<file path="config.mk">
export PLATFORM = sky130hd
export DESIGN_NAME = arb_memory
export DESIGN_NICKNAME = d
export VERILOG_FILES = /design/src/rtl/mem_pkg.sv /design/src/rtl/arb_memory_rr_arbiter.sv /design/src/rtl/arb_memory.sv
export SDC_FILE = /design/constraint.sdc
export NUM_CORES = 2
export LEC_CHECK = 0
export ABC_AREA = 1
export BUFFER_PORTS_ARGS = -buffer_cell sky130_fd_sc_hd__buf_2
export CAP_MARGIN = 10
export CORE_AREA = 4 4 377 267
export DETAILED_ROUTE_END_ITERATION = 16
export DIE_AREA = 0 0 381 271
export MAX_ROUTING_LAYER = met4
export PLACE_DENSITY_LB_ADDON = 0.15
export SLEW_MARGIN = 10
export SYNTH_ARGS = -nofsm -noshare
export SYNTH_HDL_FRONTEND = slang
export SYNTH_SLANG_ARGS = --single-unit
</file>
<file path="constraint.sdc">
create_clock -name clk -period 6.7 [get_ports clk]
set_clock_uncertainty 0.15 [all_clocks]
set_input_delay 0.335 -clock clk [delete_from_list [all_inputs] [get_ports clk]]
set_output_delay 0.335 -clock clk [all_outputs]
set_load 0.05 [all_outputs]
</file>
<file path="src/rtl/mem_pkg.sv">
// mem_pkg: shared limits, read-pipeline tag type and parameter legality check for arb_memory
package mem_pkg;
  localparam int MAX_CH = 8;
  localparam int MAX_RD_LAT = 4;
  localparam int CH_W = $clog2(MAX_CH);
  // Read-pipeline entry: the data word travels in a parallel WIDTH-wide stage register
  typedef struct packed {
    logic v;
    logic [CH_W-1:0] ch;
    logic e;
  } rd_tag_t;
  function automatic bit params_ok(input int width, input int depth, input int addr_width,
                                   input int num_ch, input int rd_lat);
    return width > 0 && width % 8 == 0 && depth >= 2 && addr_width >= $clog2(depth) &&
           num_ch >= 1 && num_ch <= MAX_CH && rd_lat >= 1 && rd_lat <= MAX_RD_LAT;
  endfunction
endpackage

</file>
<file path="src/rtl/arb_memory_rr_arbiter.sv">
// rr_arbiter: round-robin one-hot grant (clk, rst, req in; grant, win index out), pointer advances on grant
module rr_arbiter #(
  parameter int NUM_CH = 2,
  parameter int PW = NUM_CH > 1 ? $clog2(NUM_CH) : 1
) (
  input  logic              clk,
  input  logic              rst,
  input  logic [NUM_CH-1:0] req,
  output logic [NUM_CH-1:0] grant,
  output logic [PW-1:0]     win
);
  logic [PW-1:0] p;
  logic hit;
  function automatic logic [PW-1:0] wrap(input int s);
    return PW'(s >= NUM_CH ? s - NUM_CH : s);
  endfunction
  always_comb begin
    grant = '0;
    win = '0;
    hit = 1'b0;
    for (int k = 0; k < NUM_CH; k++) begin
      if (!hit && req[wrap(int'(p) + k)]) begin
        hit = 1'b1;
        win = wrap(int'(p) + k);
      end
    end
    grant[win] = hit;
  end
  always_ff @(posedge clk) begin
    if (rst) p <= '0;
    else if (hit) p <= (win == PW'(NUM_CH - 1)) ? '0 : win + 1'b1;
  end
endmodule

</file>
<file path="src/rtl/arb_memory.sv">
// arb_memory: NUM_CH-requester round-robin shared memory with byte writes and RD_LAT read pipeline
// Ports: clk, rst (sync, active-high); per channel valid/ready handshake, wr_rd, addr, wdata, wstrb;
// per channel rdata/rvalid responses; err (address-error pulse) only when MEM_ADDR_CHECK_EN is defined.
module arb_memory
  import mem_pkg::*;
#(
  parameter int WIDTH = 32,
  parameter int DEPTH = 32,
  parameter int ADDR_WIDTH = $clog2(DEPTH),
  parameter int NUM_CH = 2,
  parameter int RD_LAT = 1
) (
  input  logic                       clk,
  input  logic                       rst,
  input  logic [NUM_CH-1:0]          valid,
  output logic [NUM_CH-1:0]          ready,
  input  logic [NUM_CH-1:0]          wr_rd,
  input  logic [NUM_CH*ADDR_WIDTH-1:0] addr,
  input  logic [NUM_CH*WIDTH-1:0]    wdata,
  input  logic [NUM_CH*WIDTH/8-1:0]  wstrb,
  output logic [NUM_CH*WIDTH-1:0]    rdata,
  output logic [NUM_CH-1:0]          rvalid
`ifdef MEM_ADDR_CHECK_EN
  ,
  output logic [NUM_CH-1:0]          err
`endif
);
  localparam int PW = NUM_CH > 1 ? $clog2(NUM_CH) : 1;
  localparam int NB = WIDTH / 8;
  if (!params_ok(WIDTH, DEPTH, ADDR_WIDTH, NUM_CH, RD_LAT)) begin : g_bad_params
    $error("arb_memory: illegal parameter combination");
  end
  logic [WIDTH-1:0] mem [DEPTH];
  logic [PW-1:0] win, oc;
  logic acc, s_wr, in_range;
  logic [ADDR_WIDTH-1:0] s_addr;
  logic [WIDTH-1:0] s_wdata, s_dat, l_dat;
  logic [NB-1:0] s_strb;
  rd_tag_t s_tag, l_tag;
  rr_arbiter #(.NUM_CH(NUM_CH), .PW(PW)) u_arb (
    .clk(clk),
    .rst(rst),
    .req(valid & {NUM_CH{!rst}}),
    .grant(ready),
    .win(win)
  );
  assign acc = |ready;
  assign s_wr = wr_rd[win];
  assign s_addr = addr[win*ADDR_WIDTH +: ADDR_WIDTH];
  assign s_wdata = wdata[win*WIDTH +: WIDTH];
  assign s_strb = wstrb[win*NB +: NB];
  assign in_range = 32'(s_addr) < DEPTH;
  // Out-of-range reads may fetch junk here; the e flag forces the returned word to zero
  assign s_dat = mem[s_addr];
  assign s_tag = '{v: acc && !s_wr, ch: CH_W'(win), e: acc && !in_range};
  always_ff @(posedge clk) begin
    if (rst) begin
      for (int i = 0; i < DEPTH; i++) mem[i] <= '0;
    end else if (acc && s_wr && in_range) begin
      for (int k = 0; k < NB; k++) if (s_strb[k]) mem[s_addr][8*k +: 8] <= s_wdata[8*k +: 8];
    end
  end
  // The output registers form the last stage, so only RD_LAT-1 intermediate stages exist
  if (RD_LAT == 1) begin : g_direct
    assign l_tag = s_tag;
    assign l_dat = s_dat;
  end else begin : g_pipe
    rd_tag_t pt [RD_LAT-1];
    logic [WIDTH-1:0] pd [RD_LAT-1];
    always_ff @(posedge clk) begin
      if (rst) begin
        for (int k = 0; k < RD_LAT - 1; k++) pt[k] <= '0;
      end else begin
        pt[0] <= s_tag;
        for (int k = 1; k < RD_LAT - 1; k++) pt[k] <= pt[k-1];
      end
      pd[0] <= s_dat;
      for (int k = 1; k < RD_LAT - 1; k++) pd[k] <= pd[k-1];
    end
    assign l_tag = pt[RD_LAT-2];
    assign l_dat = pd[RD_LAT-2];
  end
  assign oc = PW'(l_tag.ch);
  always_ff @(posedge clk) begin
    if (rst) begin
      rvalid <= '0;
      rdata <= '0;
    end else begin
      rvalid <= '0;
      if (l_tag.v) begin
        rvalid[oc] <= 1'b1;
        rdata[oc*WIDTH +: WIDTH] <= l_tag.e ? '0 : l_dat;
      end
    end
  end
`ifdef MEM_ADDR_CHECK_EN
  always_ff @(posedge clk) begin
    if (rst) begin
      err <= '0;
    end else begin
      err <= '0;
      err[oc] <= l_tag.e;
    end
  end
`endif
endmodule

</file>
# Word level (Yosys, flattened, before mapping)
# Memories as Yosys holds them, arrays and structs flattened.
# Index checks and enable logic that the tools add are counted.
[word_totals]
mem_bits_ro = 0
in_bits = 88
latch_bits = 0
ram_bits = 1024
mem_count = 1
output_inout_bits = 68
ff_bits = 67
wordCells = 71
[mem_list]
columns = ["memory", "words", "word_bits", "read_ports", "rd_ports_with_merged_regs", "wr", "line_no", "source"]
rows = [
  ["mem", 32, 32, 1, 0, 32, "arb_memory.sv:33", "logic [WIDTH-1:0] mem [DEPTH];"],
]
[op_classes]
n_div = 0
order_cmp = 6
shift = 5
add_sub_neg = 5
bitwise = 3
n_reduce_logical = 10
n_eq_ne = 0
muxes = 37
mul = 1
[ops]
columns = ["op", "count"]
rows = [
  ["$bwmux 64", 1],
  ["$shift 32x34->64 const A", 1],
  ["$shiftx 32x34->64", 1],
  ["$shiftx 64x7->32", 1],
  ["$neg 6->34", 1],
  ["$mux 1", 32],
  ["$mux 32", 1],
  ["$reduce_or 32->1", 1],
  ["$shiftx 10x5->5", 1],
  ["$shiftx 8x4->4", 1],
  ["$lt 1x2->1 const B", 3],
  ["$mux 5", 1],
  ["$and 2x2->2", 2],
  ["$logic_and 1x1->1", 4],
  ["$mul 1x3->4 const B", 1],
  ["$mux 4", 1],
  ["$reduce_or 2->1", 2],
  ["$logic_not 1->1", 3],
  ["$add 1x1->2 const B", 1],
  ["$ge 1x2->1 const B", 1],
  ["$ge 2x2->1 const B", 1],
  ["$sub 1x1->1 const B", 2],
  ["$add 1x1->1 const B", 1],
  ["$demux 1 s1", 1],
  ["other kinds (2)", 2],
]

# Longest topological paths before layout
[depth]
depth_word = 20
mapped_depth = 17
ltp_nobuf = 14

# Hierarchy
# Synthesis repeated with hierarchy kept, for this count alone.
[hier_totals]
hier_cells = 6699
hier_area_um2 = 54364.6
[modules_own_cells]
columns = ["module", "area_per_inst_um2", "cells_per_inst", "n_inst", "seq_area_each_um2"]
rows = [
  ["arb_memory", 54298.3, 6688, 1, 32070.8],
  ["rr_arbiter", 66.3, 11, 1, 20.0],
]

# Worst setup path before layout
# OpenSTA, ideal clock, no wires.
[synth_path]
kind = "in2reg"
from = "input valid[1]"
to = "memory mem[18][10], enable pin"
t_arrival_ps = 2154
n_path_buf = 2
setup_time_ps = 329
required_time_ps = 6221
path_stages = 11
setup_slack_ps = 4067
path_cell_list = "inv_2 > nor2_2 > nand2_2 > inv_2 > nor2_1 > or3_1 > clkbuf_1 > a21oi_2 > buf_2 > nand2_1 > nand2_1"
[synth_lines]
columns = ["element", "line_no", "source"]
rows = [
  ["start: declaration", "arb_memory.sv:15", "input logic [NUM_CH-1:0] valid,"],
  ["end: declaration", "arb_memory.sv:33", ""],
]

==> metrics.txt <==
status complete, no violations; Post-DP HPWL between 90 and 100 mm; Die Height 271 um; critical path fanouts, max 33; TritonCTS Buffers 106; largest net degree at the start of global routing approximately 180; Register-to-Register Path Depth 9; number of DRC markers in iteration 0 roughly 5400; GRT busiest layer met2; FF-to-FF setup slack 2.06 ns; met3 Track Usage GR approximately 7.7%; FF-to-FF End mem[9][26]; Hold WC Path Type input port to flip-flop; most frequent CP cell nand2_1; post-synthesis instance total 6715; crit path kind flip-flop to flip-flop; fmax around 220 MHz; Setup crit start kind flip-flop; grt met2 use 46.2%; crit path to mem[9][26]; GR Util All Layers roughly 32%; Clock transition at path regs around 0.06 ns; CTS tree yes; CP max stage cell a21oi_4; commonest non-fill, non-tap cell in the layout nand2_1; WHS ~0.18 ns; Worst Slack Setup Final between 2 and 2.5 ns; Worst-Skew Late Latency between 0.7 and 0.8 ns; final hold violations 0; TritonRoute pass-1 iters 6; Max-Slew Margin vs Limit 25.6%; pwr dens 263 nW/um^2; RR Startpoint u_arb.p; Total Routed Length approximately 160 mm; register area share after synthesis between 50% and 60%; core area between 90000 and 100000 um^2; MaxCap Viol Count 0; antenna viol nets, final 0; Total Neg Setup Slack 0 ns; Max Slew Vio Count 0; GPL Wtd Cong 0.902; leakage dissipation 29.0 nW; transition time of the tightest slew-check pin around 1.1 ns; vias in the first global route slightly above 40000; WHS Path Cells 4; via count between 40000 and 50000; RSZ-0062 raised after global routing false; CTS Buffer Depth 3; crit end category flip-flop; DRC 0; io pins around 160; first-pass GRT wire length around 250 mm; post-DR vias/cell 5.45; total nets after synthesis 6803; Crit path largest cell delay 0.92 ns; Die ar. just over 100000 um^2; crit path launch u_arb.p; P&R area growth vs syn 10.0%; worst vdd ir 0.219 mV; layout cells sized above 1 just under 8%; Die X 381 um; synth warn 0; Synth Area per Inst roughly 8.2 um^2; post-synthesis register bit count approximately 1100; Place WS 2.03 ns; Net count, final a little under 7000; Final period util between 60% and 70%; Sink Count around 1100; # rows 96; final instance count without filler cells 8041; initial core utilization 56.5%; CTS HTree Levels 3; Arrival @ worst endpoint roughly 5 ns; DP Cell Count approximately 8000; most frequent cells in the layout nand2_1 (2443), nor2_1 (1098), edfxtp_1 (1024); IO Port Bufs between 150 and 200; Clock Root Buffer clkbuf_16; Worst EP required just under 7 ns; grt total ovfl 0; mean routed wirelength per cell slightly above 20 um; # Post-CTS Setup Buffers 0; initial antenna violation count 4; grt met1 use 45.3%; synth unique cells 25; mapped cell area 54900 um^2; CP Cell Sequence inv_1 > nand2_1 > nand2_8 > buf_4 > nand2_1 > a21oi_4 > buf_4 > nand2_1 > nand2_1; Final Setup Violations 0; Tmin final ~4.6 ns
-- sequential cells by signal, summed over array words and instances, names as in the netlist --
signal,flops
u_arb.p,1
rvalid,2
mem,1024
rdata,64
-- synthesized netlist by cell type --
cell type  instances  area (um^2)
o21ai_2            4         35.0
buf_1             26         97.6
nor2_2            15         93.8
nand2_1         2447         9190
o21ai_0           65          325
or3_1              1         6.26
buf_6              2         22.5
nand3b_1         128          961
a21oi_1           65          325
mux2i_1           32          320
buf_2             79          395
nand2_4            2         22.5
nor2_1          1109         4160
inv_1            906         3400
clkbuf_1         283         1060
dfxtp_1           67         1340
edfxtp_1        1024        30700
nand2_2           44          275
buf_4              7         52.6
inv_2             10         37.5
nor3_1             1         5.00
nor3_2             4         40.0
a21oi_2            4         35.0
nand3_1          386         1930
nor3_4             4         65.1
-- cell type report --
type / instances / area (um^2)
well taps: 1274 / 1590
inverters: 916 / 3450
diodes: 6 / 15.0
fillers: 8494 / 36800
repair buffers: 246 / 1530
clock inverters: 62 / 597
multi-input cells: 4311 / 18400
clock buffers: 135 / 2840
flip-flops and latches: 1091 / 32100
-- report_power, final --
part	total (mW)	leakage, nW	switching, mW	internal (mW)
clock network	6.04	1.65	2.66	3.38
logic	2.09	16.4	1.59	0.500
registers	7.80	10.9	0.0885	7.71
-- worst min path at each step --
stage | start | end
floorplan | rst | u_arb.p
global placement | u_arb.p | u_arb.p
detailed placement | u_arb.p | u_arb.p
CTS | wdata[50] | mem[22][18]
global route | wdata[50] | mem[0][18]
finish | wdata[50] | mem[25][18]
-- stage by stage --
step                util [%]  area, um^2  total power, mW
detailed placement      58.6       57000             9.99
floorplan                  -       54900             9.23
global route            62.2       60500             16.4
finish                  62.2       60500             15.9
CTS                     62.1       60500             15.9
global placement        58.6       57000             9.97
-- timing repair --
| action | 4_1_cts | 5_1_grt |
|---|---|---|
| hold buffers | 3 | 0 |
| gates resized for setup | 0 | 0 |
| hold endpoints to repair | 2 | 0 |
-- per-layer routing --
layer / vias to the layer above / wire length (um)
li1: 20700 / -
met1: 20500 / 66500
met2: 2370 / 70800
met3: 335 / 19800
met4: 0 / 5920
met5: - / 0
-- worst max-delay path: cells and delay by family (launching register included) --
kind / cells / cell delay (ns)
AOI/OAI and AO/OA: 1 / 0.92
buffers and inverters: 3 / 1.00
DFF: 1 / 0.31
and+or+nand+nor: 5 / 1.83
-- logic make-up after synthesis --
kind of cell	synth area share, %
AOI/OAI and AO/OA	1.31
muxes	0.583
buffers and inverters	9.22
DFF	58.4
and+or+nand+nor	30.5
(Power assumes the default switching activity.)
